$ cat src/rtl/mips_uart_receiver_pkg.sv
// ---------------------------------------------------------------------------
// mips_uart_receiver_pkg
//  Shared definitions for the MIPS debug-unit UART path: receiver FSM state
//  encoding, oversampling ratio, and the debug command byte values the host
//  tooling sends over the serial line.
// ---------------------------------------------------------------------------
package mips_uart_receiver_pkg;

  typedef enum logic [1:0] {
    ST_IDLE  = 2'd0,
    ST_START = 2'd1,
    ST_DATA  = 2'd2,
    ST_STOP  = 2'd3
  } rx_state_e;

  // Oversample ticks per bit period.
  localparam int OVERSAMPLE = 16;

  // Tick count from the start edge to the middle of the start bit.
  localparam int MID_TICK = 7;

  // Debug command bytes.
  localparam logic [7:0] CMD_RUN  = 8'h72;  // 'r'
  localparam logic [7:0] CMD_STEP = 8'h73;  // 's'
  localparam logic [7:0] CMD_LOAD = 8'h6C;  // 'l'
  localparam logic [7:0] CMD_NEXT = 8'h6E;  // 'n'

endpackage

$ cat src/rtl/mips_uart_baud_gen.sv
// ---------------------------------------------------------------------------
// mips_uart_baud_gen
//  Free-running oversample tick generator. The counter runs 0..CLK_DIV-1 and
//  o_tick is high for the single clk in which it sits at CLK_DIV-1.
//  Shared by the UART receiver and transmitter.
// Ports:
//  clk     in   system clock
//  reset   in   asynchronous, active-high
//  o_tick  out  1-clk pulse every CLK_DIV clks
// ---------------------------------------------------------------------------
module mips_uart_baud_gen #(
  parameter int CLK_DIV = 163
) (
  input  logic clk,
  input  logic reset,
  output logic o_tick
);

  localparam int CW = (CLK_DIV > 1) ? $clog2(CLK_DIV) : 1;
  localparam logic [CW-1:0] LAST = CW'(CLK_DIV - 1);

  logic [CW-1:0] cnt_q;

  always_ff @(posedge clk or posedge reset) begin
    if (reset) begin
      cnt_q <= '0;
    end else if (cnt_q == LAST) begin
      cnt_q <= '0;
    end else begin
      cnt_q <= cnt_q + CW'(1);
    end
  end

  assign o_tick = (cnt_q == LAST);

endmodule

$ cat src/rtl/mips_uart_receiver.sv
// ---------------------------------------------------------------------------
// mips_uart_receiver
//  8N1 UART receiver with 16x oversampling for the MIPS debug unit.
//  Bytes are presented with a level ready flag; the consumer drops the
//  flags by holding i_rx_reset. Framing errors and overruns are flagged.
// Ports:
//  clk          in   system clock
//  reset        in   asynchronous, active-high
//  i_rx         in   serial line, idle high, asynchronous to clk
//  i_rx_reset   in   level clear of o_rx_ready / o_frame_err / o_overrun
//  o_rx_ready   out  byte available in o_rx_data
//  o_rx_data    out  last good byte received
//  o_frame_err  out  last frame had stop bit = 0
//  o_overrun    out  good byte completed while o_rx_ready was already 1
// ---------------------------------------------------------------------------
module mips_uart_receiver
  import mips_uart_receiver_pkg::*;
#(
  parameter int DATA_BITS = 8,
  parameter int CLK_DIV   = 163
) (
  input  logic                 clk,
  input  logic                 reset,
  input  logic                 i_rx,
  input  logic                 i_rx_reset,
  output logic                 o_rx_ready,
  output logic [DATA_BITS-1:0] o_rx_data,
  output logic                 o_frame_err,
  output logic                 o_overrun
);

  localparam int TCW = $clog2(OVERSAMPLE);
  localparam int BCW = (DATA_BITS > 1) ? $clog2(DATA_BITS) : 1;
  localparam logic [TCW-1:0] TC_LAST = TCW'(OVERSAMPLE - 1);
  // START acts on the tick that brings tc to MID_TICK, so the start bit is
  // checked MID_TICK ticks after the edge and every later sample lands a
  // whole bit period after that.
  localparam logic [TCW-1:0] TC_MID  = TCW'(MID_TICK - 1);
  localparam logic [BCW-1:0] BC_LAST = BCW'(DATA_BITS - 1);

  logic                 tick;
  logic [1:0]           sync_q;
  logic                 rx_s;
  logic                 rx_prev_q;

  rx_state_e            state_q, state_d;
  logic [TCW-1:0]       tc_q, tc_d;
  logic [BCW-1:0]       bc_q, bc_d;
  logic [DATA_BITS-1:0] shreg_q, shreg_d;
  logic [DATA_BITS-1:0] data_q, data_d;
  logic                 ready_q, ready_d;
  logic                 ferr_q, ferr_d;
  logic                 ovr_q, ovr_d;

  mips_uart_baud_gen #(
    .CLK_DIV (CLK_DIV)
  ) u_baud_gen (
    .clk    (clk),
    .reset  (reset),
    .o_tick (tick)
  );

  assign rx_s = sync_q[1];

  always_ff @(posedge clk or posedge reset) begin
    if (reset) begin
      sync_q    <= 2'b11;
      rx_prev_q <= 1'b1;
      state_q   <= ST_IDLE;
      tc_q      <= '0;
      bc_q      <= '0;
      shreg_q   <= '0;
      data_q    <= '0;
      ready_q   <= 1'b0;
      ferr_q    <= 1'b0;
      ovr_q     <= 1'b0;
    end else begin
      sync_q    <= {sync_q[0], i_rx};
      rx_prev_q <= rx_s;
      state_q   <= state_d;
      tc_q      <= tc_d;
      bc_q      <= bc_d;
      shreg_q   <= shreg_d;
      data_q    <= data_d;
      ready_q   <= ready_d;
      ferr_q    <= ferr_d;
      ovr_q     <= ovr_d;
    end
  end

  always_comb begin
    state_d = state_q;
    tc_d    = tc_q;
    bc_d    = bc_q;
    shreg_d = shreg_q;
    data_d  = data_q;
    ready_d = ready_q;
    ferr_d  = ferr_q;
    ovr_d   = ovr_q;

    // Consumer clear; frame events below override it in the same cycle.
    if (i_rx_reset) begin
      ready_d = 1'b0;
      ferr_d  = 1'b0;
      ovr_d   = 1'b0;
    end

    unique case (state_q)
      ST_IDLE: begin
        // Edge-triggered so a held-low (break) line cannot restart a frame.
        if (rx_prev_q && !rx_s) begin
          state_d = ST_START;
          tc_d    = '0;
        end
      end

      ST_START: begin
        if (tick) begin
          if (tc_q == TC_MID) begin
            if (rx_s) begin
              state_d = ST_IDLE;
            end else begin
              tc_d    = '0;
              bc_d    = '0;
              state_d = ST_DATA;
            end
          end else begin
            tc_d = tc_q + TCW'(1);
          end
        end
      end

      ST_DATA: begin
        if (tick) begin
          if (tc_q == TC_LAST) begin
            tc_d    = '0;
            shreg_d = {rx_s, shreg_q[DATA_BITS-1:1]};
            if (bc_q == BC_LAST) begin
              state_d = ST_STOP;
            end else begin
              bc_d = bc_q + BCW'(1);
            end
          end else begin
            tc_d = tc_q + TCW'(1);
          end
        end
      end

      ST_STOP: begin
        if (tick) begin
          if (tc_q == TC_LAST) begin
            tc_d    = '0;
            state_d = ST_IDLE;
            if (rx_s) begin
              data_d  = shreg_q;
              ready_d = 1'b1;
              ferr_d  = 1'b0;
              // A simultaneous clear counts as consuming the previous byte.
              ovr_d   = i_rx_reset ? 1'b0 : (ovr_q | ready_q);
            end else begin
              ferr_d  = 1'b1;
            end
          end else begin
            tc_d = tc_q + TCW'(1);
          end
        end
      end

      default: state_d = ST_IDLE;
    endcase
  end

  assign o_rx_ready  = ready_q;
  assign o_rx_data   = data_q;
  assign o_frame_err = ferr_q;
  assign o_overrun   = ovr_q;

endmodule
$ cat config.mk
export PLATFORM = sky130hd
export DESIGN_NAME = mips_uart_receiver
export DESIGN_NICKNAME = d
export VERILOG_FILES = /design/src/rtl/mips_uart_receiver_pkg.sv /design/src/rtl/mips_uart_baud_gen.sv /design/src/rtl/mips_uart_receiver.sv
export SDC_FILE = /design/constraint.sdc
export NUM_CORES = 1
export LEC_CHECK = 0
export CAP_MARGIN = 15
export CORE_ASPECT_RATIO = 0.75
export CORE_MARGIN = 10
export CORE_UTILIZATION = 61
export CTS_CLUSTER_DIAMETER = 150
export CTS_CLUSTER_SIZE = 16
export DETAILED_ROUTE_END_ITERATION = 10
export PLACE_DENSITY = 0.83
export SYNTH_ARGS = -nofsm -noshare
export SYNTH_HDL_FRONTEND = slang
export SYNTH_SLANG_ARGS = --single-unit
$ cat constraint.sdc
create_clock -name clk -period 3.18 [get_ports clk]
set_input_delay 0.636 -clock clk [delete_from_list [all_inputs] [get_ports clk]]
set_output_delay 0.636 -clock clk [all_outputs]
set_load 0.005 [all_outputs]
==> impl_metrics.tcl, run 1 <==
set metrics [dict create \
    fin_crit_sh 0.672 \
    hold_class "flip-flop to flip-flop" \
    final_nets 182 \
    synth_compound_area_frac 0.104 \
    core_area_um2 2910 \
    synth-seq-cells 39 \
    cts.repair.resized 0 \
    synth_warnings 0 \
    ir_drop_v 0.000290 \
    io_pins 15 \
    vias_per_cell 6.14 \
    slew_violations 0 \
    fill_cells 192 \
    cp-start-kind "flip-flop" \
    ys_seq_area_frac 0.534 \
    p_leak_nw 1.04 \
    overflow 0 \
    worstPathRequired_ps 3350 \
    crit_type "flip-flop to flip-flop" \
    comb_power_share 0.019 \
    ff2ff_setup_slack_ps 1040 \
    r2r_cells 6 \
    routabilityCongestion 0.942 \
    clkTransAtPathRegs_ps 70 \
    ant_nets 0 \
    worst_pin_slew_ps 472 \
    holdCritStartpoint "sync_q[0]$_DFF_PP1_" \
    track_usage 0.137 \
    post-route-cell-area_um2 2100 \
    r2r-end "shreg_q[6]$_DFFE_PP0P_" \
    grt_pass1_wl_um 6150 \
    die_h_um 67.5 \
    fmax_mhz 468 \
    synth_cell_types 43 \
    cts_tree "built" \
    slowest_delay_ps 440 \
    area_growth_pct 14.2 \
    cpLargestDelayFamily "simple AND/OR/NAND/NOR gates" \
    dp_hpwl_um 2610 \
    yosys.area.top_type "dfrtp_1" \
    synth.top_cell.area_share 0.491 \
    syn_inst 155 \
    min_period_ps 2140 \
    p_sw_frac 0.214 \
    post-cts-setup-buffers 0 \
    synth_edf_count 0 \
    port_buffers 14 \
    synthMuxAreaShare 0.110 \
    cap_violations 0 \
    endpoint_kind "flip-flop" \
    cp_slowest_cell "dfrtp_1" \
    arrival_ps 2310 \
    drtIter0Drc 164 \
    drc 0 \
    syn_area_um2 1840 \
    drive_above_1_share 0.197 \
    drt-wirelength-per-cell_um 17.4 \
    whs_endpoint "sync_q[1]$_DFF_PP1_" \
    slew_headroom 0.685 \
    report.power.total_mw 0.837 \
    synth-simple-area-share 0.153 \
    route.vias.total 1296 \
    status "finished clean" \
    fp.dieArea_um2 5630 \
    setup_viol 0 \
    powerDensity_nw_per_um2 399 \
    yosys-top-cells-count "dfrtp_1, mux2_2, nor2_1" \
    syn_area_per_cell_um2 11.8 \
    h-tree-depth 2 \
    crit_fanout 11 \
    synth_top_family_by_area "simple AND/OR/NAND/NOR gates" \
    cts_inserted_buffers 5 \
    fp.dieW_um 83.3 \
    p_sw_mw 0.179 \
    clk_latency_ps 290 \
    synth_ff_type "dfrtp_1" \
    critPathBufInv 1 \
    ctsHoldBuffers 0 \
    p_int_mw 0.657 \
    synth_xor_area_frac 0.0239 \
    synth_fp_nets 165 \
    grt_antenna_before_repair 0 \
    cts_buffer_depth 2 \
    start_util 0.630 \
    postSynth.asyncResetShare 1.00 \
    final.setup.tns_ps 0 \
    cp.depth 6 \
    cts_sinks 39 \
    r2r_start "u_baud_gen.cnt_q[0]$_DFF_PP0_" \
    grt_max_degree 40 \
    cp_cell_sequence "inv_1, ha_1, nand4b_1, or2_4, nor3_4, mux2_2" \
    hold_viol 0 \
    postPlaceCellArea_um2 2010 \
    antenna_cells 0 \
    rsz0062_at_grt "false" \
    whs_path_depth 0 \
    worst_clock_skew_ps 8.50 \
    power_frac_seq 0.600 \
    rows 17 \
    grt_pass1_vias 1274 \
    drt_first_pass_iters 4 \
    synthAdderAreaFrac 0.0409 \
    wirelength_um 3670 \
    p_clk_frac 0.381 \
    whs_ps 359 \
    synth.most_common_cell "dfrtp_1" \
    cts-root-buf "clkbuf_8" \
    synth_area_leaders "dfrtp_1, mux2_2, dfstp_2, ha_1, nor2_1" \
]
==> power groups by stage <==
| stage | Combinational (mW) | Clock (mW) | Sequential, mW |
|---|---|---|---|
| 2_1_floorplan | 0.00882 | 0 | 0.510 |
| 3_3_place_gp | 0.0162 | 0 | 0.511 |
| 3_5_place_dp | 0.0164 | 0 | 0.511 |
| 4_1_cts | 0.0165 | 0.329 | 0.501 |
| 5_1_grt | 0.0184 | 0.353 | 0.502 |
| 6_report | 0.0158 | 0.319 | 0.502 |
==> metrics by stage <==
step | setup WS [ps] | util | instances
6_report | 1040 | 0.720 | 211
2_1_floorplan | 1210 | - | 155
3_5_place_dp | 1070 | 0.690 | 203
3_3_place_gp | 1140 | 0.690 | 203
5_1_grt | 875 | 0.720 | 211
4_1_cts | 1050 | 0.720 | 211
==> worst reg2reg max path, delay by kind of cell (launching register included) <==
kind / cells / cell delay [ps]
buffers and inverters: 1 / 90
flip-flops: 1 / 440
AND/OR/NAND/NOR: 3 / 960
adder cells (fa/ha/maj): 1 / 160
multiplexers: 1 / 380
==> metal layers <==
metal,share of wire,global-route usage,vias to the layer above
met4,0.026,0.0720,0
met5,0,0,-
li1,-,-,595
met2,0.50,0.221,48
met3,0.069,0.0553,10
met1,0.41,0.156,643
==> cell families after synthesis <==
kind of cell / after synthesis
XOR/XNOR: 5
adder cells (fa/ha/maj): 6
multiplexers: 18
flip-flops: 39
AO/OA/AOI/OAI: 25
AND/OR/NAND/NOR: 48
buffers and inverters: 14
==> layout by cell type (no fill, tap or decap), types with 4 or more instances in the layout <==
cell             instances
a21oi_1                  4
and3_1                   5
clkbuf_8                 5
clkdlybuf4s50_1         14
dfrtp_1                 36
ha_1                     6
inv_1                    8
mux2_2                  17
nand2_1                  6
nand3_1                  5
nor2_1                  12
o21ai_0                  6
xnor2_1                  4
==> worst max-delay path by stage <==
stage                                              from                      to  slack (ps)
final                     u_baud_gen.cnt_q[0]$_DFF_PP0_  shreg_q[6]$_DFFE_PP0P_        1040
after floorplan           u_baud_gen.cnt_q[3]$_DFF_PP0_               flip-flop        1210
after CTS                 u_baud_gen.cnt_q[0]$_DFF_PP0_  shreg_q[4]$_DFFE_PP0P_        1050
after detailed placement  u_baud_gen.cnt_q[3]$_DFF_PP0_  shreg_q[4]$_DFFE_PP0P_        1070
after global placement    u_baud_gen.cnt_q[3]$_DFF_PP0_  shreg_q[4]$_DFFE_PP0P_        1140
after global routing      u_baud_gen.cnt_q[0]$_DFF_PP0_  shreg_q[4]$_DFFE_PP0P_         880
==> state kept, by name (all words and copies together), names as in the netlist, named ones only <==
signal            flops
u_baud_gen.cnt_q      8
rx_prev_q             1
o_rx_data             8
sync_q                2
o_rx_ready            1
o_frame_err           1
shreg_q               8
tc_q                  4
state_q               1
bc_q                  3
o_overrun             1
==> area by class of cell <==
| class | count | area, µm² | area share |
|---|---|---|---|
| Clock inverter | 2 | 12.5 | 0.00597 |
| Clock buffer | 6 | 72.6 | 0.0346 |
| Sequential cell | 39 | 980 | 0.467 |
| Multi-Input combinational cell | 102 | 800 | 0.381 |
| Tap cell | 38 | 47.5 | 0.0227 |
| Inverter | 8 | 30.0 | 0.0143 |
| Timing Repair Buffer | 16 | 155 | 0.0740 |
Note: power is estimated with default switching activity, not from simulation.
==> inputs of run 2 (changes only) <==
Settings changed: CORE_UTILIZATION 61 to 51, PLACE_DENSITY 0.83 to 0.74.
Clock period 3.18 ns to 1.7 ns, I/O delays scaled along.
==> run 2 against run 1 <==
Against the previous run: the run now ends with negative setup slack left; setup slack got worse by 1200 ps; first-iteration DRC count fell by 9.1%; worst hold slack worse by 2.0 ps; core utilization increased by 1.6 points; flip-flop and latch count is the same; critical path depth fell by 1; total power increased by 110%; critical endpoint is now tc_q[0]$_DFFE_PP0P_.
==> impl_metrics.tcl, run 2 (synthesized netlist as in run 1, its figures left out) <==
set metrics [dict create \
    dp_hpwl_um 2750 \
    die_h_um 72.0 \
    wirelength_um 4300 \
    worstPathRequired_ps 1890 \
    rsz0062_at_grt "true" \
    route.vias.total 1382 \
    power_frac_seq 0.537 \
    drtIter0Drc 149 \
    comb_power_share 0.020 \
    p_sw_mw 0.364 \
    layout_common_cells "dfrtp_1, buf_4, mux2_4, clkdlybuf4s50_1, nor2_1" \
    met3_length_um 185 \
    fp.dieW_um 89.3 \
    met2_wirelength_um 2150 \
    port_buffers 14 \
    drt_first_pass_iters 4 \
    cts_buffer_depth 2 \
    post-route-util 0.736 \
    cts_inserted_buffers 5 \
    powerDensity_nw_per_um2 703 \
    drive_above_1_share 0.360 \
    grt_max_degree 40 \
    vias_per_cell 5.83 \
    overflow 0 \
    hold_viol 0 \
    ant_nets 0 \
    core_area_um2 3380 \
    clkTransAtPathRegs_ps 80 \
    p_leak_nw 1.21 \
    ir_drop_v 0.000672 \
    p_clk_frac 0.443 \
    setup_ws_ps -173 \
    cp-start-kind "flip-flop" \
    crit_fanout 3 \
    fmax_mhz 534 \
    slew_headroom 0.728 \
    fin_crit_sh 1.10 \
    final_nets 206 \
    drt-wirelength-per-cell_um 18.1 \
    arrival_ps 2060 \
    cts-root-buf "clkbuf_8" \
    ff_latch_area_um2 980 \
    worst_pin_slew_ps 409 \
    multi_input_comb_area_um2 937 \
    grt_pass1_wl_um 7070 \
    track_usage 0.140 \
    hold_class "flip-flop to flip-flop" \
    h-tree-depth 2 \
    area_growth_pct 35.4 \
    cts_sinks 39 \
    cpLargestDelayFamily "simple AND/OR/NAND/NOR gates" \
    rows 18 \
    cp_slowest_cell "or4_4" \
    fp.dieArea_um2 6420 \
    min_period_ps 1870 \
    grt_pass1_vias 1426 \
    crit_type "flip-flop to flip-flop" \
    whs_ps 357 \
    cts_tree "built" \
    cp_cell_sequence "or3_4, buf_6, or4_4, o311a_4, a21bo_1" \
    drc 0 \
    wl_met1_um 1930 \
    clk_latency_ps 290 \
    antenna_cells 0 \
    p_int_mw 1.38 \
    status "finished with violations" \
    slew_violations 0 \
    violations "negative setup slack" \
    slowest_delay_ps 500 \
    worst_clock_skew_ps 5.50 \
    p_sw_frac 0.208 \
    start_util 0.543 \
    io_pins 15 \
    ctsHoldBuffers 0 \
    routabilityCongestion 0.849 \
    layout_commonest_cell "dfrtp_1" \
    critPathBufInv 1 \
    endpoint_kind "flip-flop" \
    cap_violations 0 \
    fill_cells 230 \
    grt_antenna_before_repair 0 \
    setup_viol 23 \
    routed.top_layer "met4" \
]
run 2: worst paths after layout:
path / start / endpoint / slack (ps) / cells after the start
max: u_baud_gen.cnt_q[3]$_DFF_PP0_ / tc_q[0]$_DFFE_PP0P_ / -170 / 5
min: sync_q[0]$_DFF_PP1_ / sync_q[1]$_DFF_PP1_ / 360 / 0
max reg2reg: u_baud_gen.cnt_q[3]$_DFF_PP0_ / tc_q[0]$_DFFE_PP0P_ / -170 / 5
min reg2reg: sync_q[0]$_DFF_PP1_ / sync_q[1]$_DFF_PP1_ / 360 / 0
max in group asynchronous: reset / sync_q[1]$_DFF_PP1_ / 1020 / 3
min in group asynchronous: reset / shreg_q[2]$_DFFE_PP0P_ / 420 / 3
run 2: layout make-up:
cell class                      count  area share
Clock inverter                      3      0.0176
Tap cell                           40      0.0201
Clock buffer                        5      0.0277
Inverter                            8      0.0121
Multi-Input combinational cell    102       0.377
Timing Repair Buffer               40       0.151
Sequential cell                    39       0.394
run 2: what timing repair did:
item | 4_1_cts | 5_1_grt
buffers inserted | 3 | 0
pin swaps | 1 | 7
gates cloned | 1 | 0
gates resized for setup | 23 | 15
endpoints found under the setup margin | 23 | 31
run 2: routing by layer:
layer | vias to the layer above | GRT usage
li1 | 645 | -
met1 | 704 | 0.176
met2 | 28 | 0.224
met3 | 5 | 0.0480
met4 | 0 | 0.0405
met5 | - | 0
run 2: metrics by stage:
step	total power [mW]	instances	setup slack (ps)	area [µm²]	TNS, ps
finish	1.75	237	-173	2480	-3150
global route	1.82	237	-217	2480	-4380
CTS	1.76	237	-180	2430	-3410
detailed placement	0.991	225	-205	2200	-3700
global placement	0.990	225	-154	2200	-2960
floorplan	0.970	155	-219	1850	-4020
run 2: worst register-to-register path: stages, from the launching register on:
cell     delay [ps]
dfrtp_1         400
or3_4           390
buf_6           140
or4_4           500
o311a_4         160
a21bo_1         170
run 2: power groups by stage:
| stage | clock, mW | combinational, mW | sequential [mW] |
|---|---|---|---|
| after floorplan | 0 | 0.0165 | 0.954 |
| after global placement | 0 | 0.0344 | 0.955 |
| after detailed placement | 0 | 0.0351 | 0.955 |
| after CTS | 0.791 | 0.0357 | 0.938 |
| after global routing | 0.837 | 0.0395 | 0.939 |
| final | 0.774 | 0.0349 | 0.938 |
==> inputs of run 3 (changes only) <==
Settings changed: CORE_ASPECT_RATIO 0.75 to 1.75, GPL_TIMING_DRIVEN set to 1.
==> run 3 against run 2 <==
Against the previous run: the run still ends with negative setup slack left; critical path type unchanged; critical path depth stayed put; count of clock-buffer cells in the layout rose by 1; worst hold slack improved by 0.66 ps; setup slack worse by 37 ps; sequential share of layout area up 1.4 points; total power rose by 1.7%; combinational power about the same; largest power group unchanged.
==> impl_metrics.tcl, run 3 (synthesized netlist as in run 1, its figures left out) <==
set metrics [dict create \
    fin_crit_sh 1.12 \
    die_h_um 99.4 \
    slew_headroom 0.732 \
    core_area_um2 3430 \
    hold_class "flip-flop to flip-flop" \
    io_pins 15 \
    cts_tree "built" \
    slowest_delay_ps 430 \
    fp.dieW_um 65.4 \
    top_usage_layer "met2" \
    p_leak_nw 1.18 \
    r2r_cells 5 \
    drt_first_pass_iters 4 \
    layout_common_cells "dfrtp_1, buf_4, clkdlybuf4s50_1, nor2_1, mux2_4" \
    cp_cell_sequence "or3_4, or2_4, buf_6, o311a_4, a21bo_1" \
    antenna_cells 0 \
    fill_cells 264 \
    rsz0062_at_grt "true" \
    setup_ws_ps -210 \
    dp_hpwl_um 2790 \
    worst_clock_skew_ps 8.30 \
    final_nets 202 \
    ir_drop_v 0.000735 \
    min_period_ps 1910 \
    clkTransAtPathRegs_ps 80 \
    area_growth_pct 30.7 \
    cts_inserted_buffers 5 \
    cts_sinks 39 \
    h-tree-depth 2 \
    grt_use_met2 0.259 \
    cp_slowest_cell "or3_4" \
    vias_per_cell 5.76 \
    place_ws_ps -219 \
    clk_latency_ps 290 \
    use_met3 0.0382 \
    status "finished with violations" \
    start_util 0.535 \
    gr-usage-met1 0.139 \
    grt_pass1_wl_um 7160 \
    grt_max_degree 40 \
    drtIter0Drc 24 \
    arrival_ps 2080 \
    wirelength_um 4230 \
    cap_violations 0 \
    endpoint_kind "flip-flop" \
    ctsHoldBuffers 0 \
    drc 0 \
    routabilityCongestion 0.857 \
    drive_above_1_share 0.316 \
    fmax_mhz 523 \
    crit_type "flip-flop to flip-flop" \
    whs_ps 358 \
    track_usage 0.141 \
    worst_pin_slew_ps 402 \
    layout_commonest_cell "dfrtp_1" \
    crit_fanout 8 \
    grt_antenna_before_repair 0 \
    setup_viol 24 \
    cts_buffer_depth 2 \
    fp.dieArea_um2 6490 \
    grt_pass1_vias 1485 \
    slew_violations 0 \
    worstPathRequired_ps 1870 \
    port_buffers 14 \
    powerDensity_nw_per_um2 741 \
    drt-wirelength-per-cell_um 17.8 \
    cp-start-kind "flip-flop" \
    route.vias.total 1370 \
    overflow 0 \
    ant_nets 0 \
    rows 28 \
    hold_viol 0 \
    cts-root-buf "clkbuf_8" \
    whs_path_depth 0 \
    violations "negative setup slack" \
]
[run 3: layout make-up]
cell class,count,area (µm²),area share
clock inverters,2,35.0,0.0146
multi-input cells,102,881,0.367
flip-flops and latches,39,980,0.408
inverters,8,30.0,0.0125
well taps,45,56.3,0.0235
clock buffers,6,82.6,0.0344
repair buffers,36,334,0.139
[run 3: worst paths after layout]
check,from,endpoint,slack (ps)
min,sync_q[0]$_DFF_PP1_,sync_q[1]$_DFF_PP1_,360
max,u_baud_gen.cnt_q[3]$_DFF_PP0_,tc_q[0]$_DFFE_PP0P_,-210
max reg2reg,u_baud_gen.cnt_q[3]$_DFF_PP0_,tc_q[0]$_DFFE_PP0P_,-210
min reg2reg,sync_q[0]$_DFF_PP1_,sync_q[1]$_DFF_PP1_,360
min in group asynchronous,reset,shreg_q[7]$_DFFE_PP0P_,400
max in group asynchronous,reset,sync_q[0]$_DFF_PP1_,1040
[run 3: metrics by stage]
stage          setup TNS, ps  cell area [µm²]   util  power [mW]  cells
6_report               -3660             2400  0.699        1.78    238
5_1_grt                -5360             2400  0.699        1.83    238
4_1_cts                -3270             2380  0.694        1.80    238
3_5_place_dp           -3800             2190  0.639       0.991    228
3_3_place_gp           -3000             2190  0.639       0.990    228
2_1_floorplan          -4020             1850      -       0.970    155
[run 3: critical path: cells and delay by family (launching register included)]
kind            cells  cell delay (ps)
compound gates      2              510
buf+inv             1              150
flops               1              390
simple gates        2              740
[run 3: metal layers]
layer  wire length [µm]  part of all wire  up-vias
met5                  0                 0        -
met4                 91             0.022        0
met3                167             0.039        8
met2               2410              0.57       32
met1               1560              0.37      698
li1                   -                 -      632
[run 3: report_power, final]
group | internal (mW) | switching [mW] | leakage, nW
logic | 0.0126 | 0.0223 | 0.605
registers | 0.934 | 0.00414 | 0.515
clock network | 0.475 | 0.329 | 0.0612
total | 1.42 | 0.355 | 1.18
[run 3: repair_timing]
action,4_1_cts,5_1_grt
endpoints found under the setup margin,24,26
gates resized for setup,15,5
buffers inserted,1,0
gates cloned,1,0
pin swaps,1,3
==> RTL change (settings of run 2) <==
Encoding of `rx_state_e`: now one-hot (4 bits for 4 states).
--- a/src/rtl/mips_uart_receiver_pkg.sv
+++ b/src/rtl/mips_uart_receiver_pkg.sv
@@ -7,9 +7,9 @@
 package mips_uart_receiver_pkg;
 
-  typedef enum logic [1:0] {
-    ST_IDLE  = 2'd0,
-    ST_START = 2'd1,
-    ST_DATA  = 2'd2,
-    ST_STOP  = 2'd3
+  typedef enum logic [3:0] {
+    ST_IDLE  = 4'b0001,
+    ST_START = 4'b0010,
+    ST_DATA  = 4'b0100,
+    ST_STOP  = 4'b1000
   } rx_state_e;
 
Check against the original RTL: no difference found for any inputs over 10 cycles, from zero or initial values and one cycle with reset high; not proved beyond that.
==> RTL change against run 2 <==
The flow still finishes with violations (negative setup slack). Maximum frequency increased by 1.4%. Cell area up 13%. Area after synthesis increased by 5.9%. Worst setup slack better by 0.025 ns. Sequential cell count rose by 2. Wire length is 19% higher. Critical path type unchanged.
Power is not compared: it rests on default switching activity, and its combinational part moved more than twofold at a synthesized area within 25%.
==> RTL change: results (changes against run 2) <==
{| class="wikitable"
! Metric !! Value
|-
| Final count of negative-setup-slack endpoints || 18 (-22%)
|-
| Vias in the first global route || 1,548 (+8.6%)
|-
| Count of mapped cells out of synthesis || 161 (+3.9%)
|-
| Met3 Wirelength || 227 um (+23%)
|-
| End of the worst register-to-register path || tc_q[2]
|-
| Worst hold slack || 0.3571 ns (-0.0003360 ns)
|-
| Post-route non-filler standard cell count || 274 (+16%)
|-
| Data arrival time of the worst path || 2.03 ns (-0.03 ns)
|-
| Layout Skew || 0.004622 ns (-0.0008764 ns)
|-
| M3 GR Usage || 3.459% (-1.3 points)
|-
| Crit Path Max Fanout || 6 (+3)
|-
| Met2 track utilization from global routing || 23.85% (+1.4 points)
|-
| R2R Setup Slk || -0.15 ns (+0.03 ns)
|-
| Cells on worst reg2reg path || 6 (+1)
|-
| Violated checks || negative setup slack
|-
| Min setup slack post-route || -0.1479 ns (+0.02527 ns)
|-
| Total placed instance area || 2412 um2 (+9.5%)
|-
| Syn_nets || 171 (+3.6%)
|-
| Outcome || finished with violations
|-
| Transition time at the pin with the least slew margin || 0.5017 ns (+0.09306 ns)
|-
| Startpoint of the worst-slack reg-to-reg timing path || state_q[1]
|-
| Seq/Total Area, Yosys || 53.02% (-0.35 points)
|-
| Number of vias in the routed layout || 1,554 (+12%)
|-
| Met2 routed WL || 2528 um (+18%)
|-
| Fill cell count || 229 (-0.43%)
|-
| Global-route usage over all layers || 13.96% (-0.081 points)
|-
| Detailed placement HPWL || 2976 um (+8.1%)
|-
| Average wire per standard cell || 18.61 um (+2.7%)
|-
| Largest stage delay on the critical path || 0.48 ns (-0.02 ns)
|-
| Global placement routability congestion || 0.8114 (-4.4%)
|-
| Proportion of layout cells with a drive suffix above 1 || 48.65% (+13 points)
|-
| Final layout net count || 231 (+12%)
|-
| Area contributors post-synth || sky130_fd_sc_hd__dfrtp_1 (48%), sky130_fd_sc_hd__mux2_2 (9.8%), sky130_fd_sc_hd__dfstp_2 (5.4%)
|-
| Pin count of the biggest net entering global routing || 42 (+5.0%)
|-
| Worst-path cell with the longest stage delay || sky130_fd_sc_hd__dfrtp_2
|-
| Wl on met1 || 2185 um (+13%)
|}
-- RTL change: repair_timing --
| action | in CTS | in global routing |
|---|---|---|
| gates resized for setup | 26 | 27 |
| setup buffers | 6 | 6 |
| cloned | 1 | 0 |
| pin swaps | 14 | 5 |
| endpoints found under the setup margin | 28 | 27 |
-- RTL change: logic make-up after synthesis --
logic type               Yosys count  share of synthesized area (%)
adder cells (fa/ha/maj)            6                          3.861
AND/OR/NAND/NOR                   48                          16.15
buffers and inverters             14                          3.217
XOR/XNOR                           8                          3.603
flip-flops                        41                          53.02
multiplexers                      20                          11.39
AO/OA/AOI/OAI                     24                          8.752
-- RTL change: worst max-delay path by stage --
stage,start,to,slack [ns],depth (start not counted)
2_1_floorplan,state_q[3],tc_q[2],-0.07,6
3_3_place_gp,state_q[2],tc_q[2],-0.09,6
3_5_place_dp,state_q[2],tc_q[2],-0.15,7
4_1_cts,u_baud_gen.cnt_q[0],tc_q[2],-0.11,6
5_1_grt,state_q[1],tc_q[2],-0.21,6
6_report,state_q[1],tc_q[2],-0.15,6
-- RTL change: power groups by stage --
stage	clock [mW]	sequential (mW)	combinational, mW
6_report	0.626	1.10	0.657
3_3_place_gp	0	1.10	0.434
2_1_floorplan	0	1.09	0.283
3_5_place_dp	0	1.11	0.460
4_1_cts	0.642	1.10	0.555
5_1_grt	0.676	1.11	0.696
-- RTL change: area by class of cell --
class / count / area, um2 / area share, %
timing repair buffer: 57 / 514.2 / 18.30
clock inverter: 3 / 17.52 / 0.6233
clock buffer: 5 / 68.82 / 2.449
tap: 52 / 65.06 / 2.315
inverter: 9 / 33.78 / 1.202
multi-input combinational: 107 / 1077 / 38.33
sequential: 41 / 1033 / 36.78
